## src/rtl/if_fetch.sv

```systemverilog
// Instruction-fetch stage: assembles 32-bit instructions from four byte reads
// and hands {inst, pc+4} to decode through a valid/stall handshake.
module if_fetch #(
  parameter logic [31:0] RESET_PC = 32'h0000_0000
) (
  input  logic        clk,
  input  logic        rst,
  input  logic        jump_i,
  input  logic [31:0] jump_addr_i,
  input  logic        stall_i,
  output logic        mem_re_o,
  output logic [31:0] mem_addr_o,
  input  logic [7:0]  mem_data_i,
  output logic        valid_o,
  output logic [31:0] inst_o,
  output logic [31:0] pc_o
);

  localparam logic [2:0] S_F0   = 3'd0;
  localparam logic [2:0] S_F1   = 3'd1;
  localparam logic [2:0] S_F2   = 3'd2;
  localparam logic [2:0] S_F3   = 3'd3;
  localparam logic [2:0] S_LAST = 3'd4;
  localparam logic [2:0] S_HOLD = 3'd5;

  logic [2:0]  state;
  logic [31:0] pc;
  logic [7:0]  b0, b1, b2;
  logic [31:0] hold_inst, hold_pc;
  logic [31:0] pc_next4;
  logic [31:0] inst_full;
  logic        out_free;

  assign pc_next4  = pc + 32'd4;
  assign inst_full = {mem_data_i, b2, b1, b0};
  assign out_free  = ~valid_o | ~stall_i;

  // F0..F3 encode the byte offset in their low bits, so the address is pc+k.
  assign mem_re_o   = ~rst & ~state[2];
  assign mem_addr_o = rst ? 32'd0 : pc + {30'd0, state[1:0]};

  always_ff @(posedge clk) begin
    if (rst) begin
      state   <= S_F0;
      pc      <= RESET_PC;
      valid_o <= 1'b0;
      inst_o  <= 32'd0;
      pc_o    <= 32'd0;
    end else if (jump_i) begin
      state   <= S_F0;
      pc      <= jump_addr_i;
      valid_o <= 1'b0;
      inst_o  <= 32'd0;
    end else begin
      // A transfer empties the output unless a new instruction lands below.
      if (valid_o && !stall_i)
        valid_o <= 1'b0;
      case (state)
        S_F0: state <= S_F1;
        S_F1: state <= S_F2;
        S_F2: state <= S_F3;
        S_F3: state <= S_LAST;
        S_LAST: begin
          if (out_free) begin
            inst_o  <= inst_full;
            pc_o    <= pc_next4;
            valid_o <= 1'b1;
            pc      <= pc_next4;
            state   <= S_F0;
          end else begin
            state <= S_HOLD;
          end
        end
        S_HOLD: begin
          if (!stall_i) begin
            inst_o  <= hold_inst;
            pc_o    <= hold_pc;
            valid_o <= 1'b1;
            pc      <= pc_next4;
            state   <= S_F0;
          end
        end
        default: state <= S_F0;
      endcase
    end
  end

  // Byte and buffer storage carries no reset; control state decides validity.
  always_ff @(posedge clk) begin
    case (state)
      S_F1: b0 <= mem_data_i;
      S_F2: b1 <= mem_data_i;
      S_F3: b2 <= mem_data_i;
      S_LAST: begin
        if (!out_free) begin
          hold_inst <= inst_full;
          hold_pc   <= pc_next4;
        end
      end
      default: ;
    endcase
  end

endmodule

```

## config.mk

```make
export PLATFORM = sky130hd
export DESIGN_NAME = if_fetch
export DESIGN_NICKNAME = d
export VERILOG_FILES = /design/src/rtl/if_fetch.sv
export SDC_FILE = /design/constraint.sdc
export NUM_CORES = 1
export LEC_CHECK = 0
export ABC_AREA = 1
export CORE_UTILIZATION = 48
export CTS_CLUSTER_DIAMETER = 50
export DETAILED_ROUTE_END_ITERATION = 16
export PLACE_DENSITY = 0.83
export REMOVE_ABC_BUFFERS = 1
export SKIP_LAST_GASP = 1
export SYNTH_ARGS = -nofsm -noshare
export SYNTH_HDL_FRONTEND = slang
export SYNTH_SLANG_ARGS = --single-unit
```

## constraint.sdc

```tcl
create_clock -name clk -period 2.6 [get_ports clk]
set_clock_uncertainty 0.1 [all_clocks]
set_input_delay 0.78 -clock clk [delete_from_list [all_inputs] [get_ports clk]]
set_output_delay 0.78 -clock clk [all_outputs]
set_load 0.01 [all_outputs]
```

==> reports/metrics.yaml, run 1 <==
cts_root_buffer: "clkbuf_16"
slowest_delay_ns: 0.37
antenna-diode-count: 0
ys_ff_latch: 188
crit_path_frequent_cell: "buf_4"
ir_worst_vdd_mv: 0.452
post_drt_wl_per_cell_um: 18.7
grt_pass1_vias: 7995
drtIter0Drc: 1041
hpwl_um: 16400
crit_required_ns: 1.72
start_util: 0.491
path_class: "flop to output port"
antenna_found_initial: 0
path_max_fanout: 3
h-tree-depth: 4
clkSinkCount: 188
die-area_um2: 18200
core_um2: 17200
path_clk_slew_ns: 0.07
synthArstFlopShare: 0
cts_tree: "done"
outcome: "complete, but fails checks"
rsz0062_at_grt: "yes"
n_fill_cell: 1187
maxSlewViolCount: 0
comb_power_share: 0.085
critPathSlowestCell: "dfxtp_2"
yosys_warnings: 0
synthToLayoutAreaGrowth_pct: 46.2
hold_path.class: "flop to flop"
clkPwrFrac: 0.407
synth.distinct_cells: 35
vias: 8610
p_int_w: 0.00473
final.min_clock_period_ns: 3.03
pwr-share-seq: 0.508
io_buffers: 141
synth_ff_type: "dfxtp_1"
syn-cell-area_um2: 8470
drc_errors: 0
worst_slack_ns: -0.429
cellPowerDensity_nw_per_um2: 505
synth_cells: 1003
worstPathCellList: "ha_4, nand3_1, nor2_2, buf_4, nand2_4, buf_4, xor2_1, nor2_1, buf_2"
nets: 1319
wirelength_um: 28300
yosysSeqAreaShare: 0.548
fin_crit_sh: 1.17
violations: "setup timing"
post-synth-top-area-cell: "edfxtp_1"
io_pins: 142
relSlewSlack: 0.497
syn_area_per_cell_um2: 8.45
synth_common_cells: "nand2_1 (208), nor2_1 (126), a21oi_1 (122)"
cap_violations: 0
switching_share: 0.244
cts_buffers: 17
leakagePower_nw: 4.88
layout-drive-gt1-share: 0.285
synth_edf_count: 88
ant_nets: 0
holdWs_ns: 0.342
vias_per_cell: 5.71
clockBufferDepth: 2
ys_top_cells_by_area: "edfxtp_1 (31%), dfxtp_1 (24%), nand2_1 (9.2%)"
synth_top_area_share: 0.312
critPathLaunchType: "flop"
yosysMostFrequentCell: "nand2_1"
fmax_mhz: 330
finalSetupViolCount: 33
worst_pin_slew_ns: 0.754
reg2reg_depth: 11
final_util: 0.719
gp_congestion: 0.914
grt.overflow.total: 0
rows: 48
die_h_um: 135
clock_latency_ns: 0.44
p_switching_w: 0.00152
hold_depth: 0
grt_max_degree: 66
grt_usage: 0.286
firstDrtPassIters: 6
critical_path_arrival_ns: 2.15
end_kind: "output port"
grt_pass1_wl_um: 39800
die_x_um: 135
hold_violations: 0
## layer usage
metal	up-vias	track usage	routed length (um)
met4	0	0.144	1560
li1	3877	-	-
met1	3962	0.349	10500
met5	-	0	0
met3	160	0.0571	2680
met2	611	0.483	13500
## power by group through the flow
stage | combinational (W) | clock [W] | sequential, W
2_1_floorplan | 0.000167 | 0 | 0.00323
3_3_place_gp | 0.000447 | 0 | 0.00323
3_5_place_dp | 0.000458 | 0 | 0.00323
4_1_cts | 0.000477 | 0.00256 | 0.00317
5_1_grt | 0.000563 | 0.00267 | 0.00318
6_report | 0.000534 | 0.00254 | 0.00317
## metrics by stage
stage               cells  TNS (ns)  total power [W]  setup slack, ns  cell area [um^2]
global route         1509    -11.56          0.00641           -0.527             12400
CTS                  1496     -8.11          0.00620           -0.352             12000
floorplan             951    -53.39          0.00340           -0.797              8250
detailed placement   1445    -10.73          0.00369           -0.501             11000
global placement     1445     -9.90          0.00367           -0.444             11000
finish               1509     -9.85          0.00625           -0.429             12400
## final cells by class
cell class,count,area (um^2),area share
clock buffers,20,478,0.0386
multi-input cells,693,3860,0.312
repair buffers,301,2710,0.219
well taps,225,282,0.0227
inverters,70,283,0.0228
flip-flops and latches,188,4680,0.377
clock inverters,12,98.8,0.00798
## sequential cells by signal, indices dropped and copies added (netlist names)
register	cells
pc	32
pc_o	32
valid_o	1
inst_o	32
b0	8
b2	8
hold_pc	32
b1	8
hold_inst	32
state	3
## final timing paths
kind | start | end | slack (ns)
min reg2reg | b1[5] | hold_inst[13] | 0.34
min | b1[5] | hold_inst[13] | 0.34
max reg2reg | pc[2] | pc[16] | 0.44
max | pc[2] | mem_addr_o[8] | -0.43
## logic make-up after synthesis
family / Yosys count / synth area share
compound gates: 249 / 0.152
xor+xnor: 19 / 0.0241
fa+ha+maj: 4 / 0.00680
buf+inv: 122 / 0.0576
flops: 188 / 0.548
simple gates: 421 / 0.212
## cell usage in the layout (no fill, tap or decap), types with 5 or more instances in the layout
| master | count |
|---|---|
| buf_2 | 30 |
| nor3_2 | 8 |
| nand2_2 | 20 |
| buf_4 | 123 |
| inv_1 | 61 |
| dfxtp_2 | 16 |
| inv_2 | 5 |
| a21oi_1 | 111 |
| o21ai_2 | 6 |
| xor2_1 | 11 |
| buf_6 | 23 |
| o21ai_0 | 91 |
| nand2_1 | 188 |
| nand2_4 | 8 |
| clkdlybuf4s50_1 | 107 |
| nor2_1 | 110 |
| a31oi_1 | 16 |
| nor2_2 | 16 |
| xor2_2 | 7 |
| nor2_4 | 18 |
| edfxtp_1 | 88 |
| dfxtp_1 | 81 |
| clkbuf_16 | 18 |
| o21ai_1 | 5 |
| and2_1 | 8 |
| buf_12 | 11 |
| nand3_1 | 29 |
| a21oi_2 | 8 |
| inv_6 | 5 |
## critical path, delay by kind of cell, from the launching register on
family	cells	cell delay [ns]
AND/OR/NAND/NOR	4	0.57
buffers and inverters	3	0.47
flip-flops	1	0.37
adder cells (fa/ha/maj)	1	0.17
XOR/XNOR	1	0.14
## timing repair
item,CTS,global route
setup endpoints to repair,33,32
pin swaps,50,44
buffers inserted,19,16
resized for setup,234,79
hold buffers,0,0
Power figures use the tool's default switching activity.
==> inputs of run 2 (changes only) <==
- MAX_ROUTING_LAYER: default -> met4
==> run 2 against run 1 <==
  * The run still ends with setup timing left
  * Global-route usage up 0.57 points
  * Register-to-register slack better by 0.05 ns
  * Largest power group unchanged
  * Clock power up 9.4%
  * Via count down 3.1%
  * Routed wire length down 7.3%
  * Combinational power down 7.5%
  * Total power up 3.1%
  * Largest cell class unchanged
  * Critical endpoint is now mem_addr_o[24]
  * Sequential power about the same
==> reports/metrics.yaml, run 2 (synthesis results as in run 1) <==
layout_common_cells: "nand2_1 (192), buf_4 (119), a21oi_1 (118)"  # was nand2_1 (188), buf_4 (123), a21oi_1 (111)
n_fill_cell: 1250  # was 1187
critical_path_arrival_ns: 2.15  # about the same
die_h_um: 135  # unchanged
h-tree-depth: 4  # unchanged
clkSinkCount: 188  # unchanged
instances_no_fill: 1498  # was 1509
worst_pin_slew_ns: 0.774  # was 0.754 ns
grt_max_degree: 66  # unchanged
wirelength_um: 26200  # was 28300 um
finalSetupViolCount: 31  # was 33
firstDrtPassIters: 5  # was 6
synthToLayoutAreaGrowth_pct: 42.9  # was 46.2%
die_x_um: 135  # unchanged
io_buffers: 141  # unchanged
die-area_um2: 18200  # unchanged
maxSlewViolCount: 0  # unchanged
post_drt_wl_per_cell_um: 17.5  # was 18.7 um
antenna_found_initial: 0  # unchanged
cts_tree: "done"  # unchanged
hpwl_um: 16500  # was 16400 um
gp_congestion: 0.951  # was 0.914
grt_usage: 0.292  # was 0.286
post-place-ws_ns: -0.474  # was -0.501 ns
nets: 1308  # was 1319
hold_path.class: "flop to flop"  # unchanged
cellPowerDensity_nw_per_um2: 532  # was 505 nW/um^2
start_util: 0.491  # unchanged
antenna-diode-count: 0  # unchanged
crit_required_ns: 1.72  # about the same
outcome: "complete, but fails checks"  # unchanged
cts_root_buffer: "clkbuf_16"  # unchanged
grt.overflow.total: 0  # unchanged
rsz0062_at_grt: "yes"  # unchanged
fmax_mhz: 330  # about the same
drc_errors: 0  # unchanged
fin_crit_sh: 1.17  # about the same
p_int_w: 0.00488  # was 0.00473 W
vias: 8341  # was 8610
grt_pass1_wl_um: 39600  # was 39800 um
dp_cells: 1447  # was 1445
vias_per_cell: 5.57  # was 5.71
worst_slack_ns: -0.431  # was -0.429 ns
switching_share: 0.243  # was 0.244
ir_worst_vdd_mv: 0.474  # was 0.452 mV
layout-drive-gt1-share: 0.258  # was 0.285
final_common_cell: "nand2_1"  # unchanged
cts_buffers: 17  # unchanged
comb_power_share: 0.077  # was 0.085
pwr-share-seq: 0.492  # was 0.508
end_kind: "output port"  # unchanged
grt_pass1_vias: 8008  # was 7995
clkPwrFrac: 0.431  # was 0.407
rows: 48  # unchanged
core_um2: 17200  # unchanged
drtIter0Drc: 763  # was 1041
multi_input_area_um2: 3710  # was 3860 um^2
clock_latency_ns: 0.45  # was 0.44 ns
hold_buffers: 0  # unchanged
critPathLaunchType: "flop"  # unchanged
io_pins: 142  # unchanged
cap_violations: 0  # unchanged
relSlewSlack: 0.484  # was 0.497
leakagePower_nw: 4.80  # was 4.88 nW
ant_nets: 0  # unchanged
p_switching_w: 0.00157  # was 0.00152 W
path_max_fanout: 3  # unchanged
final.min_clock_period_ns: 3.03  # about the same
regArea_um2: 4660  # was 4680 um^2
hold_violations: 0  # unchanged
violations: "setup timing"  # unchanged
clockBufferDepth: 2  # unchanged
path_clk_slew_ns: 0.07  # about the same
path_class: "flop to output port"  # unchanged
-- run 2: cell types whose count changed in the layout (fill, tap and decap cells not counted), sizes merged, moves of 2 or more --
cell / delta
clkdlybuf4s15: -2
buf: -9
inv: +3
bufinv: +2
dlygate4sd2: -2
clkinv: -4
-- run 2: critical path, stage by stage (launching register included) --
cell and delay (ns):
dfxtp_1 0.40, nand2_1 0.15, nor2_1 0.30, nand2_2 0.18, nor3_2 0.21, xor2_1 0.24
nor2_1 0.08, buf_2 0.15
-- run 2: cell type report --
cell class | instances | share of cell area
clock inverter | 13 | 0.0144
inverter | 70 | 0.0222
clock buffer | 19 | 0.0374
tap | 225 | 0.0233
timing repair buffer | 290 | 0.211
multi-input combinational | 693 | 0.306
sequential | 188 | 0.385
-- run 2: stage by stage --
stage | total power (W) | TNS (ns) | instance area (um^2) | util | hold slack, ns
final | 0.00644 | -9.18 | 12100 | 0.702 | 0.337
after global routing | 0.00660 | -11.10 | 12100 | 0.702 | 0.358
after CTS | 0.00642 | -7.83 | 11900 | 0.692 | 0.339
after detailed placement | 0.00369 | -10.44 | 11000 | 0.640 | 0.328
after global placement | 0.00368 | -9.93 | 11000 | 0.640 | 0.327
after floorplan | 0.00340 | -53.39 | 8250 | - | 0.321
-- run 2: worst paths after layout --
path / from / to / slack, ns / depth (start not counted)
max: pc[9] / mem_addr_o[24] / -0.43 / 7
min: b1[5] / hold_inst[13] / 0.34 / 0
max reg2reg: state[1] / state[0] / 0.49 / 8
min reg2reg: b1[5] / hold_inst[13] / 0.34 / 0
-- run 2: timing repair --
item / in CTS / in global routing
pin swaps: 38 / 26
gates resized for setup: 218 / 45
buffers inserted: 14 / 7
endpoints found under the setup margin: 33 / 33
-- run 2: routing by layer --
metal / track usage / wire length [um]
met4: 0.128 / 949
met2: 0.485 / 12800
met3: 0.0492 / 2100
met1: 0.349 / 10400
met5: - / 0
-- run 2: power groups by stage --
| stage | registers [W] | clock network [W] | logic, W |
|---|---|---|---|
| 2_1_floorplan | 0.00323 | 0 | 0.000167 |
| 3_3_place_gp | 0.00323 | 0 | 0.000449 |
| 3_5_place_dp | 0.00323 | 0 | 0.000458 |
| 4_1_cts | 0.00317 | 0.00279 | 0.000468 |
| 5_1_grt | 0.00317 | 0.00290 | 0.000528 |
| 6_report | 0.00317 | 0.00278 | 0.000494 |
==> inputs of run 3 (changes only) <==
- CAP_MARGIN: default -> 20
- GPL_TIMING_DRIVEN: default -> 0
==> run 3 against run 2 <==
  * The flow still finishes with violations (setup timing)
  * Largest power group unchanged
  * Total power is 5.9% lower
  * Critical path depth stayed put
  * Non-clock buffer count is 91 lower
  * Worst hold slack better by 0.0075 ns
  * Register-to-register slack worse by 0.30 ns
  * Combinational power is 12% lower
  * Flip-flop and latch count stayed put
  * Clock-buffer cell count is 1 higher
  * Die area stayed put
  * Highest routed layer unchanged
  * Final cell count is 5.9% lower
==> reports/metrics.yaml, run 3 (synthesis results as in run 1) <==
wirelength_um: 25700  # was 26200 um
die_h_um: 135  # unchanged
leakagePower_nw: 4.31  # was 4.80 nW
die-area_um2: 18200  # unchanged
min_from: "b2[7]"  # was b1[5]
busiest_layer: "met2"  # unchanged
worst_slack_ns: -0.432  # was -0.431 ns
drtIter0Drc: 837  # was 763
post_drt_wl_per_cell_um: 18.2  # was 17.5 um
grt.overflow.total: 0  # unchanged
path_clk_slew_ns: 0.07  # about the same
layout-drive-gt1-share: 0.231  # was 0.258
switching_share: 0.239  # was 0.243
grt_pass1_vias: 7469  # was 8008
io_buffers: 141  # unchanged
p_int_w: 0.00462  # was 0.00488 W
cellPowerDensity_nw_per_um2: 525  # was 532 nW/um^2
crit_required_ns: 1.72  # about the same
path_class: "flop to output port"  # unchanged
end_kind: "output port"  # unchanged
clkSinkCount: 188  # unchanged
ir_worst_vdd_mv: 0.432  # was 0.474 mV
io_pins: 142  # unchanged
maxSlewViolCount: 0  # unchanged
hold_path.class: "flop to flop"  # unchanged
worst_pin_slew_ns: 0.932  # was 0.774 ns
path_max_fanout: 5  # was 3
start_util: 0.491  # unchanged
final.min_clock_period_ns: 3.03  # about the same
relSlewSlack: 0.377  # was 0.484
cts_buffers: 17  # unchanged
ant_nets: 0  # unchanged
cts_root_buffer: "clkbuf_16"  # unchanged
clkPwrFrac: 0.404  # was 0.431
firstDrtPassIters: 5  # unchanged
drc_errors: 0  # unchanged
fin_crit_sh: 1.17  # about the same
finalSetupViolCount: 31  # unchanged
rsz0062_at_grt: "yes"  # unchanged
h-tree-depth: 4  # unchanged
grt_usage: 0.278  # was 0.292
hold_buffers: 0  # unchanged
hold_violations: 0  # unchanged
worstReg2RegStart: "state[1]"  # unchanged
antenna-diode-count: 0  # unchanged
final_common_cell: "nand2_1"  # unchanged
fmax_mhz: 330  # about the same
outcome: "complete, but fails checks"  # unchanged
comb_power_share: 0.071  # was 0.077
violations: "setup timing"  # unchanged
n_fill_cell: 1263  # was 1250
vias_per_cell: 5.71  # was 5.57
synthToLayoutAreaGrowth_pct: 36.5  # was 42.9%
final_area_um2: 11600  # was 12100 um^2
rows: 48  # unchanged
critPathLaunchType: "flop"  # unchanged
p_switching_w: 0.00145  # was 0.00157 W
cap_violations: 0  # unchanged
cts_tree: "done"  # unchanged
cp-startpoint: "state[1]"  # was pc[9]
die_x_um: 135  # unchanged
clock_latency_ns: 0.45  # about the same
nets: 1220  # was 1308
final_util: 0.671  # was 0.702
pwr-share-seq: 0.525  # was 0.492
grt_pass1_wl_um: 37500  # was 39600 um
antenna_found_initial: 0  # unchanged
met3_usage: 0.0477  # was 0.0492
use_met1: 0.339  # was 0.349
critical_path_arrival_ns: 2.15  # about the same
clockBufferDepth: 2  # unchanged
hpwl_um: 14300  # was 16500 um
vias: 8043  # was 8341
grt_use_met2: 0.445  # was 0.485
grt_max_degree: 65  # was 66
postPlaceCellArea_um2: 10100  # was 11000 um^2
layout_common_cells: "nand2_1 (188), a21oi_1 (112), nor2_1 (107)"  # was nand2_1 (192), buf_4 (119), a21oi_1 (118)
gp_congestion: 0.888  # was 0.951
core_um2: 17200  # unchanged
run 3: layout make-up:
class	instances	area, um^2	area share
clock buffer	20	437	0.0378
timing repair inverter	1	7.51	0.000649
timing repair buffer	199	1850	0.160
multi-input combinational	695	3880	0.335
sequential	188	4720	0.408
inverter	70	288	0.0249
clock inverter	11	97.6	0.00844
tap	225	282	0.0244
run 3: metal layers:
layer	wire [um]	up-vias
li1	-	3679
met1	9910	3755
met2	12300	514
met3	2360	95
met4	1110	0
met5	0	-
run 3: path summary, 6_finish.rpt:
kind,to,slack [ns],cells past startpoint
min,hold_inst[23],0.34,0
max reg2reg,inst_o[3],0.19,6
min reg2reg,hold_inst[23],0.34,0
max,mem_addr_o[15],-0.43,7
run 3: per-stage QoR:
step | TNS [ns] | cells | worst slack (ns) | hold slack (ns) | total power [W]
4_1_cts | -10.29 | 1388 | -0.406 | 0.345 | 0.00601
5_1_grt | -11.84 | 1409 | -0.495 | 0.350 | 0.00621
3_3_place_gp | -371.81 | 1317 | -3.37 | 0.326 | 0.00359
6_report | -10.11 | 1409 | -0.432 | 0.344 | 0.00606
2_1_floorplan | -53.39 | 951 | -0.797 | 0.321 | 0.00340
3_5_place_dp | -126.26 | 1323 | -1.54 | 0.330 | 0.00360
run 3: repair_timing:
action | in CTS | in global routing
resized for setup | 234 | 97
endpoints found under the hold margin | 0 | 0
pin swaps | 34 | 42
setup buffers | 32 | 21
gates cloned | 3 | 2
setup endpoints to repair | 128 | 154
run 3: power groups by stage:
stage               combinational, W  clock [W]  sequential [W]
floorplan                   0.000167          0         0.00323
global placement            0.000349          0         0.00324
detailed placement          0.000359          0         0.00324
CTS                         0.000387    0.00244         0.00317
global route                0.000467    0.00256         0.00319
finish                      0.000433    0.00245         0.00318
run 3: critical path, stage by stage (launching register included):
cell        delay [ns]
dfxtp_4           0.37
ha_4              0.24
a21oi_4           0.21
clkinvlp_4        0.16
buf_8             0.16
buf_4             0.14
a211oi_4          0.25
buf_2             0.18
